[src/rtl/mem_port_arbiter.sv]
`default_nettype none
// ============================================================================
//  Module      : mem_port_arbiter
//  Description : Shares one 128-bit block memory port between the I-cache and
//                the D-cache. Round-robin or fixed D-priority on collision.
//  Revision    : 1.0 - initial release
// ============================================================================
module mem_port_arbiter #(
    parameter int ADDR_W    = 28,
    parameter int DATA_W    = 128,
    parameter int FIXED_PRI = 0
) (
    input  logic              clk,
    input  logic              proc_reset_n,
    input  logic              i_read,
    input  logic [ADDR_W-1:0] i_addr,
    output logic [DATA_W-1:0] i_rdata,
    output logic              i_ready,
    input  logic              d_read,
    input  logic              d_write,
    input  logic [ADDR_W-1:0] d_addr,
    input  logic [DATA_W-1:0] d_wdata,
    output logic [DATA_W-1:0] d_rdata,
    output logic              d_ready,
    output logic              mem_read,
    output logic              mem_write,
    output logic [ADDR_W-1:0] mem_addr,
    output logic [DATA_W-1:0] mem_wdata,
    input  logic [DATA_W-1:0] mem_rdata,
    input  logic              mem_ready,
    output logic [31:0]       i_grants,
    output logic [31:0]       d_grants
);

    typedef enum logic [1:0] {
        ST_IDLE    = 2'd0,
        ST_GNT_I   = 2'd1,
        ST_GNT_D   = 2'd2,
        ST_RELEASE = 2'd3
    } state_t;

    localparam logic C_LAST_I = 1'b0;
    localparam logic C_LAST_D = 1'b1;

    state_t      r_state;
    logic        r_last;
    logic [31:0] r_i_grants;
    logic [31:0] r_d_grants;

    logic w_i_req;
    logic w_d_req;
    logic w_gnt_i;
    logic w_gnt_d;
    logic w_pick_d;

    assign w_i_req = i_read;
    assign w_d_req = d_read | d_write;
    assign w_gnt_i = (r_state == ST_GNT_I);
    assign w_gnt_d = (r_state == ST_GNT_D);

    // Only meaningful in IDLE with at least one requester.
    always_comb begin
        w_pick_d = w_d_req;
        if (w_i_req && w_d_req) begin
            if (FIXED_PRI != 0) begin
                w_pick_d = 1'b1;
            end else begin
                w_pick_d = (r_last == C_LAST_I);
            end
        end
    end

    // Forwarding is decoded from state, so an async reset drops strobes at once.
    always_comb begin
        mem_read  = 1'b0;
        mem_write = 1'b0;
        mem_addr  = '0;
        mem_wdata = '0;
        if (w_gnt_i) begin
            mem_read = i_read;
            mem_addr = i_addr;
        end else if (w_gnt_d) begin
            mem_read  = d_read;
            mem_write = d_write;
            mem_addr  = d_addr;
            mem_wdata = d_wdata;
        end
    end

    assign i_ready  = w_gnt_i & w_i_req & mem_ready;
    assign d_ready  = w_gnt_d & w_d_req & mem_ready;
    assign i_rdata  = mem_rdata;
    assign d_rdata  = mem_rdata;
    assign i_grants = r_i_grants;
    assign d_grants = r_d_grants;

    always_ff @(posedge clk or negedge proc_reset_n) begin
        if (!proc_reset_n) begin
            r_state    <= ST_IDLE;
            r_last     <= C_LAST_I;
            r_i_grants <= '0;
            r_d_grants <= '0;
        end else begin
            case (r_state)
                ST_IDLE: begin
                    if (w_i_req || w_d_req) begin
                        if (w_pick_d) begin
                            r_state    <= ST_GNT_D;
                            r_last     <= C_LAST_D;
                            r_d_grants <= r_d_grants + 32'd1;
                        end else begin
                            r_state    <= ST_GNT_I;
                            r_last     <= C_LAST_I;
                            r_i_grants <= r_i_grants + 32'd1;
                        end
                    end
                end
                ST_GNT_I: begin
                    if (!w_i_req) begin
                        r_state <= ST_IDLE;
                    end else if (mem_ready) begin
                        r_state <= ST_RELEASE;
                    end
                end
                ST_GNT_D: begin
                    if (!w_d_req) begin
                        r_state <= ST_IDLE;
                    end else if (mem_ready) begin
                        r_state <= ST_RELEASE;
                    end
                end
                // Absorbs the cycle in which the client still shows its request.
                ST_RELEASE: r_state <= ST_IDLE;
                default:    r_state <= ST_IDLE;
            endcase
        end
    end

endmodule
`default_nettype wire
[config.mk]
export PLATFORM = sky130hd
export DESIGN_NAME = mem_port_arbiter
export DESIGN_NICKNAME = d
export VERILOG_FILES = /design/src/rtl/mem_port_arbiter.sv
export SDC_FILE = /design/constraint.sdc
export NUM_CORES = 1
export LEC_CHECK = 0
export CAP_MARGIN = 20
export CORE_AREA = 5 5 307 309
export CTS_BUF_LIST = sky130_fd_sc_hd__clkbuf_4
export CTS_CLUSTER_DIAMETER = 80
export CTS_CLUSTER_SIZE = 20
export DETAILED_ROUTE_END_ITERATION = 16
export DIE_AREA = 0 0 312 314
export SLEW_MARGIN = 20
export SYNTH_ARGS = -nofsm -noshare
export SYNTH_HDL_FRONTEND = slang
export SYNTH_SLANG_ARGS = --single-unit
[constraint.sdc]
create_clock -name clk -period 4.36 [get_ports clk]
set_clock_uncertainty 0.2 [all_clocks]
set_input_delay 0.654 -clock clk [delete_from_list [all_inputs] [get_ports clk]]
set_output_delay 0.654 -clock clk [all_outputs]
set_load 0.05 [all_outputs]
==> impl_metrics.env, run 1 <==
export IMPL_cp_required_ns=3.51
export IMPL_cts_buffers=9
export IMPL_grt_pass1_vias=5578
export IMPL_clk_path_buf_depth=2
export IMPL_worst_slew_pin_slew_ns=0.785
export IMPL_hp_class="in -> async"
export IMPL_vias_per_cell=2.64
export IMPL_netlist_instances=698
export IMPL_root_buffer="clkbuf_4"
export IMPL_synth_cell_types=38
export IMPL_nFillCells=10500
export IMPL_antenna_found_initial=75
export IMPL_wl_per_cell_um=29.1
export IMPL_gp_routability_congestion=0.776
export IMPL_finalSetupViolCount=0
export IMPL_grt_start_max_net_pins=81
export IMPL_reg2reg_to="d_grants[24]$_DFFE_PN0P_"
export IMPL_path_cells="nor2b_4 -> buf_4 -> a22o_1 -> clkdlybuf4s50_1"
export IMPL_grt_overflow=0
export IMPL_synth_enable_flop_cells=0
export IMPL_synth_most_common_cell="buf_4"
export IMPL_post_cts_resized=0
export IMPL_syn_area_mm2=0.00610
export IMPL_vias=5486
export IMPL_period_minus_slack_ns=3.72
export IMPL_cp_start_kind="flip-flop"
export IMPL_dieArea_mm2=0.0980
export IMPL_synth_seq_cells=67
export IMPL_max_freq_ghz=0.269
export IMPL_synthTopCellsByArea="buf_4, dfrtp_1, and2_1"
export IMPL_cts_tree="yes"
export IMPL_setup_tns_ns=0
export IMPL_async_reset_ff_share_pct=100
export IMPL_multi_input_area_mm2=0.00242
export IMPL_cp_max_fo=80
export IMPL_crit_type="reg -> out"
export IMPL_reg2reg_slack_ns=1.91
export IMPL_port_buffers=413
export IMPL_drtAntennaViolNets=0
export IMPL_drtIter0Drc=271
export IMPL_clock_latency_ns=0.44
export IMPL_htree_levels=3
export IMPL_holdBufCountCts=0
export IMPL_yosys_area_top_type="buf_4"
export IMPL_start_util_pct=6.70
export IMPL_final_layout_size_suffix_gt1_share_pct=11.9
export IMPL_core_mm2=0.0911
export IMPL_critPathMaxStageDelay_ns=0.82
export IMPL_ir_drop_mv=0.302
export IMPL_startpoint="r_state[1]$_DFFE_PN0P_"
export IMPL_wirelength_mm=60.5
export IMPL_yosys_top_cells_count="buf_4, and2_1, dfrtp_1"
export IMPL_reg2reg_depth=6
export IMPL_endpoint_kind="output pin"
export IMPL_syn_num_nets=1018
export IMPL_clkTransAtPathRegs_ns=0.12
export IMPL_placed_cell_area_mm2=0.00963
export IMPL_die_width_um=312
export IMPL_hold_violations=0
export IMPL_ys_warn_count=0
export IMPL_gr_usage_all_layers_pct=11.8
export IMPL_reg2reg_from="r_state[1]$_DFFE_PN0P_"
export IMPL_final_cells=2078
export IMPL_worst_path_stages=4
export IMPL_preCtsSetupSlack_ns=0.907
export IMPL_p_per_area_mw_per_mm2=567
export IMPL_cp_endpoint="mem_addr[26]"
export IMPL_cp_buffers_inverters=2
export IMPL_cp_arrival_ns=2.86
export IMPL_crit_family="buffers and inverters"
export IMPL_clock_sink_count=67
export IMPL_die_h_um=314
export IMPL_period_share_pct=85.3
export IMPL_grt_pass1_wl_mm=72.1
export IMPL_p_leak_nw=3.69
export IMPL_rsz0062_at_grt="no"
export IMPL_area_delta_synth_final_pct=61.4
export IMPL_outcome="completed"
export IMPL_drc=0
export IMPL_seq_area_mm2=0.00168
export IMPL_rows=111
export IMPL_num_nets_final=1172
export IMPL_cpMaxStageDelayCell="clkdlybuf4s50_1"
export IMPL_slew_headroom_pct=47.6
export IMPL_worst_slack_ns=0.643
export IMPL_dp_cells=2027
export IMPL_design_area_mm2=0.00985
export IMPL_synth_ff_type="dfrtp_1"
export IMPL_drv_cap=0
export IMPL_firstDrtPassIters=4
export IMPL_dpl_hpwl_mm=56.9
export IMPL_io_pins=798
export IMPL_post_cts_buffers=0
export IMPL_avgSynthCellArea_um2=8.75
export IMPL_synth_top_cell_area_share_pct=31.5
export IMPL_seq_area_frac_synth_pct=27.5
export IMPL_drv_slew=0
export IMPL_fin_util_pct=10.8
-- registers in the layout, indices dropped and copies added (netlist names) --
register and cells:
r_last 1, r_state 2, d_grants 32, i_grants 32
-- layer usage --
layer  wire length [µm]  vias to the layer above  GRT usage (%)  part of all wire [%]
met1              21800                     2461           11.8                    36
met5                249                        -          0.296                  0.41
met2              22600                      529           15.6                    37
li1                   -                     2358              -                     -
met4               1180                       40           2.15                   2.0
met3              14700                       98           14.6                    24
-- kinds of logic after synthesis --
group	share of synthesized area [%]
AOI/OAI and AO/OA	5.35
muxes	0.369
and+or+nand+nor	24.4
xor gates and xnor gates	8.90
buffers and inverters	33.1
adders and majority gates	0.410
DFF	27.5
-- metrics by stage --
stage / hold slack, ns / power, W
after floorplan: 0.158 / 0.00387
after CTS: 0.0427 / 0.00581
after global placement: 0.258 / 0.00536
final: 0.0773 / 0.00558
after global routing: 0.0647 / 0.00596
after detailed placement: 0.265 / 0.00537
-- how the worst min path moves through the flow --
stage | cells after the start | slack [ns] | end | start
6_report | 1 | 0.08 | i_grants[19]$_DFFE_PN0P_ | proc_reset_n
5_1_grt | 1 | 0.06 | i_grants[31]$_DFFE_PN0P_ | proc_reset_n
4_1_cts | 1 | 0.04 | i_grants[31]$_DFFE_PN0P_ | proc_reset_n
3_5_place_dp | 1 | 0.26 | d_grants[31]$_DFFE_PN0P_ | d_grants[31]$_DFFE_PN0P_
3_3_place_gp | 1 | 0.26 | d_grants[31]$_DFFE_PN0P_ | d_grants[31]$_DFFE_PN0P_
2_1_floorplan | 0 | 0.16 | d_grants[0]$_DFFE_PN0P_ | proc_reset_n
-- cell type report --
cell class,instances,area share [%]
inverter,4,0.152
antenna,35,0.889
clock buffer,10,0.762
clock inverter,6,0.571
tap,1186,15.1
multi-input combinational,349,24.6
sequential,67,17.0
timing repair buffer,421,41.0
-- cells in the final DEF, fill, tap and decap left out, drive strengths merged, types with 2 or more instances in the layout --
master,instances
diode,35
nor2b,4
nand3,26
nor3b,2
clkbuf,10
nor4,2
inv,4
buf,70
and2,132
nor3,5
ha,2
xnor2,37
nand4,16
nand2,21
a22o,28
and3,10
mux2,2
xor2,25
or2,2
clkinv,4
nor2,22
dfrtp,67
clkdlybuf4s50,351
and4,4
-- power breakdown --
part	internal, W	switching [W]	total (W)
Clock	0.000176	0.000240	0.000417
Sequential	0.000682	0.000100	0.000782
Combinational	0.00124	0.00314	0.00438
Total	0.00210	0.00348	0.00558
No activity file was read; power rests on OpenSTA's default activity.
==> run 2: changes to the inputs <==
--- a/config.mk
+++ b/config.mk
@@ -9,7 +9,7 @@
 export CORE_AREA = 5 5 307 309
 export CTS_BUF_LIST = sky130_fd_sc_hd__clkbuf_4
 export CTS_CLUSTER_DIAMETER = 80
-export CTS_CLUSTER_SIZE = 20
+export CTS_CLUSTER_SIZE = 12
 export DETAILED_ROUTE_END_ITERATION = 16
 export DIE_AREA = 0 0 312 314
 export SLEW_MARGIN = 20
==> results of run 2 <==
Final layout, timing and power as in run 1 (identical DEF).
